===== src/rtl/mem_port_arbiter.sv =====
// Round-robin arbiter sharing one memory port among four requesters, with a
// valid/ready handshake to memory. Define ARB_TIMEOUT_EN to abort stalled accesses.
module mem_port_arbiter #(
  parameter int ADDR_WIDTH     = 32,
  parameter int TIMEOUT_CYCLES = 64
) (
  input  logic       clk_i,
  input  logic       rst_ni,
  input  logic [3:0] req_i,
  input  logic       mem_ready_i,
  output logic [1:0] sel_o,
  output logic [3:0] gnt_o,
  output logic       mem_valid_o,
  output logic [3:0] done_o,
  output logic       err_o
);

  localparam logic [1:0] IDLE = 2'd0;
  localparam logic [1:0] BUSY = 2'd1;
  localparam logic [1:0] DONE = 2'd2;

  logic [1:0] state;
  logic [1:0] last;
  logic [1:0] winner;
  logic       found;
  logic       timeout;
  logic       complete;

  // ADDR_WIDTH only sizes the external mux; referenced here to keep it visible.
  logic unused_cfg;
  assign unused_cfg = (ADDR_WIDTH > 0) ^ (TIMEOUT_CYCLES > 0);

  // Scan starts one past the previous winner so every requester gets a turn.
  always_comb begin
    found  = 1'b0;
    winner = last;
    for (int i = 1; i <= 4; i++) begin
      if (!found && req_i[last + 2'(i)]) begin
        found  = 1'b1;
        winner = last + 2'(i);
      end
    end
  end

`ifdef ARB_TIMEOUT_EN
  localparam int CNT_W = (TIMEOUT_CYCLES > 1) ? $clog2(TIMEOUT_CYCLES) : 1;
  localparam logic [CNT_W-1:0] CNT_MAX = CNT_W'(TIMEOUT_CYCLES - 1);

  logic [CNT_W-1:0] busy_cnt;
  logic             err_q;

  assign timeout = (state == BUSY) && !mem_ready_i && (busy_cnt == CNT_MAX);

  always_ff @(posedge clk_i) begin
    if (!rst_ni) begin
      busy_cnt <= '0;
    end else if (state == IDLE && found) begin
      busy_cnt <= '0;
    end else if (state == BUSY && !mem_ready_i && !timeout) begin
      busy_cnt <= busy_cnt + 1'b1;
    end
  end

  // A ready arriving on the last allowed cycle suppresses the error flag.
  always_ff @(posedge clk_i) begin
    if (!rst_ni) begin
      err_q <= 1'b0;
    end else begin
      err_q <= timeout;
    end
  end

  assign err_o = err_q;
`else
  assign timeout = 1'b0;
  assign err_o   = 1'b0;
`endif

  assign complete = mem_ready_i || timeout;

  always_ff @(posedge clk_i) begin
    if (!rst_ni) begin
      state       <= IDLE;
      last        <= 2'd3;
      sel_o       <= 2'd0;
      gnt_o       <= 4'b0000;
      mem_valid_o <= 1'b0;
      done_o      <= 4'b0000;
    end else begin
      case (state)
        IDLE: begin
          if (found) begin
            state       <= BUSY;
            sel_o       <= winner;
            gnt_o       <= 4'b0001 << winner;
            mem_valid_o <= 1'b1;
          end
        end
        BUSY: begin
          if (complete) begin
            state       <= DONE;
            gnt_o       <= 4'b0000;
            mem_valid_o <= 1'b0;
            done_o      <= 4'b0001 << sel_o;
            last        <= sel_o;
          end
        end
        DONE: begin
          state  <= IDLE;
          done_o <= 4'b0000;
        end
        default: begin
          state       <= IDLE;
          gnt_o       <= 4'b0000;
          mem_valid_o <= 1'b0;
          done_o      <= 4'b0000;
        end
      endcase
    end
  end

  // Structural invariants of the grant/handshake outputs.
  a_gnt_onehot: assert property (@(posedge clk_i) disable iff (!rst_ni) $onehot0(gnt_o));
  a_done_onehot: assert property (@(posedge clk_i) disable iff (!rst_ni) $onehot0(done_o));
  a_valid_gnt: assert property (@(posedge clk_i) disable iff (!rst_ni) mem_valid_o == (gnt_o != 4'b0000));
  a_no_overlap: assert property (@(posedge clk_i) disable iff (!rst_ni) !(mem_valid_o && (done_o != 4'b0000)));

endmodule

===== config.mk =====
export PLATFORM = sky130hd
export DESIGN_NAME = mem_port_arbiter
export DESIGN_NICKNAME = d
export VERILOG_FILES = /design/src/rtl/mem_port_arbiter.sv
export SDC_FILE = /design/constraint.sdc
export NUM_CORES = 1
export LEC_CHECK = 0
export ABC_CLOCK_PERIOD_IN_PS = 1400
export BUFFER_PORTS_ARGS = -buffer_cell sky130_fd_sc_hd__buf_2
export CAP_MARGIN = 20
export CORE_AREA = 2 2 47 49
export DETAILED_ROUTE_END_ITERATION = 7
export DIE_AREA = 0 0 49 51
export PLACE_DENSITY_LB_ADDON = 0.05
export SLEW_MARGIN = 20
export SYNTH_ARGS = -nofsm -noshare
export SYNTH_HDL_FRONTEND = slang
export SYNTH_SLANG_ARGS = --single-unit

===== constraint.sdc =====
create_clock -name clk_i -period 1.4 [get_ports clk_i]
set_input_delay 0.14 -clock clk_i [delete_from_list [all_inputs] [get_ports clk_i]]
set_output_delay 0.14 -clock clk_i [all_outputs]
set_load 0.005 [all_outputs]

==> results.yml <==
finish:
  syn_to_final_growth_pct: 31.1
  drive_above_1_share_pct: 33.0
  final_nets: 111
  final_cell_count_no_fill: 131
  antenna_cells: 0
pwr:
  power.leakage_nw: 0.383
  p_per_area_mw_per_mm2: 1060
  peakVddDrop_v: 0.000618
synthesis:
  synth_top_area_share_pct: 45.8
  yosys.cell_count.top_type: "dfxtp_1"
  synthTopCellsByCount: "dfxtp_1 (15), nor2_1 (9), a21oi_1 (7), nand3_1 (5), o21ai_0 (5)"
  postSynthCellCount: 76
  yosys-mux-area-fraction_pct: 0
  yosys.area_share.simple_pct: 22.5
  synth_edf_count: 0
  synth_area_um2: 656
  yosysSeqAreaShare_pct: 45.8
  synthAdderAreaFrac_pct: 0
  syn_nets: 83
  synth_area_leaders: "dfxtp_1 (46%), a21oi_1 (5.3%), o32ai_1 (5.3%)"
  synth_compound_area_share_pct: 26.0
  ys.flop_type: "dfxtp_1"
  yosysWarnings: 0
  yosysUniqueCellTypes: 27
  async_reset_ff_share_pct: 0
  yosysTopAreaCell: "dfxtp_1"
  syn_area_per_cell_um2: 8.63
  synth_top_family_by_area: "compound AO/OA/AOI/OAI gates"
  yosys_register_bits: 15
  synthXorXnorAreaFrac_pct: 0
clocking:
  cts_sinks: 15
  post-cts-setup-buffers: 0
  cts_buffers: 3
  hold_buffers: 0
  clockRootBuffer: "clkbuf_4"
  cts_tree: "yes"
  clk_pin_slew_ns: 0.09
  htree_levels: 1
  worst_skew_pair.late_latency_ns: 0.28
  cts_buffer_depth: 2
critical_path:
  r2r_setup_slack_ns: 0.1
  critPathRequiredTime_ns: 1.59
  startpoint_type: "flip-flop"
  worstPathArrival_ns: 1.49
  cp_max_fo: 5
  cp-end-kind: "flip-flop"
  crit_type: "flip-flop to flip-flop"
die:
  core_area_mm2: 0.00206
  start_util_pct: 31.8
  rows: 17
  die_area_mm2: 0.00250
  die_w_um: 49
  io_pins: 19
  die_h_um: 51
run:
  maxCapViolCount: 0
timing:
  setup-violations-final: 0
  fmax_mhz: 769
  skew_ns: 0.00359
  drv_slew: 0
  hold_slack_ns: 0.128
  fin_crit_ns: 1.30
  fin_crit_sh_pct: 92.9
  final.setup.tns_ns: 0
  rsz0062_at_grt: "false"
  hold_viol: 0
routing:
  dr.pass1.iters: 4
  via_per_inst: 4.85
  drc: 0
  totalWireLength_um: 1450
  wl_per_cell_um: 11.1
  num_vias: 635
  drtIter0Drc: 4
  ant_nets: 0
placement:
  place.gp.congestion: 0.746
  place_inst: 127
  port_buffers: 17
  post-dp-hpwl_um: 1150
worst_hold_path:
  hold_class: "input port to flip-flop"
global_route:
  antenna_found_initial: 0
  gr-total-overflow: 0
  grt_pass1_vias: 560
  grt_pass1_wl_um: 2420
  track_usage_pct: 12.9
  grt_start_max_net_pins: 11
run_status:
  status: "completed"
-- per-layer routing --
layer	share of wire (%)	GRT usage, %
met4	1.7	8.57
met1	49	17.5
met3	3.4	1.75
met5	0	0
met2	46	19.2
-- layout make-up --
cell class / instances / area [µm²]
Timing Repair Buffer: 25 / 145
Inverter: 4 / 15.0
Fill cell: 235 / 1200
Multi-Input combinational cell: 55 / 337
Clock buffer: 4 / 26.3
Sequential cell: 15 / 302
Tap cell: 28 / 35.0
-- final timing paths --
check | start | endpoint | cells after the start
worst max-delay path | last[0] | gnt_o[2] | 4
worst min register to register | done_o[2] | done_o[2] | 2
worst min-delay path | rst_ni | last[0] | 2
worst max register to register | last[0] | gnt_o[2] | 4
-- what timing repair did --
item	4_1_cts	5_1_grt
hold endpoints to repair	0	0
resized for setup	0	3
endpoints found under the setup margin	0	3
-- sequential cells by signal, indices dropped and copies added, names as in the netlist --
register / flops
done_o: 4
gnt_o: 4
last: 2
sel_o: 2
state: 2
mem_valid_o: 1
-- worst max-delay path, cell delays in order (launching register included) --
cell and delay (ns):
dfxtp_2 0.37, nor2b_1 0.07, o21a_1 0.20, a221o_1 0.30
o32ai_2 0.26
-- cell families after synthesis --
family,after synthesis
other,1
and+or+nand+nor,29
DFF,15
AOI/OAI and AO/OA,25
buffers and inverters,6
-- metrics by stage --
step / area [µm²] / utilization (%) / setup slack, ns / power (mW)
finish: 860 / 41.7 / 0.0995 / 0.911
global route: 860 / 41.7 / 0.0207 / 0.966
CTS: 843 / 40.9 / 0.0324 / 0.917
detailed placement: 817 / 39.6 / 0.0570 / 0.672
global placement: 817 / 39.6 / 0.0248 / 0.675
floorplan: 656 / - / 0.198 / 0.590
-- report_power, final --
| group | switching, mW | internal [mW] | leakage, nW |
|---|---|---|---|
| Sequential | 0.0276 | 0.457 | 0.123 |
| Combinational | 0.0932 | 0.0911 | 0.245 |
| Clock | 0.132 | 0.111 | 0.0150 |
| Total | 0.252 | 0.659 | 0.383 |
-- placed cells by master, fill, tap and decap left out, drive strengths merged --
master and n:
a21o 1, a21oi 7, a221o 1, a221oi 1, a22oi 1, a2bb2oi 1
a32oi 1, and3b 1, buf 25, clkbuf 4, conb 1, dfxtp 15
inv 4, nand2 5, nand2b 2, nand3 5, nand3b 1, nor2 9
nor2b 2, nor3 3, nor4 1, o211ai 2, o21a 1, o21ai 5
o32ai 4
No activity file was read; power rests on OpenSTA's default activity.
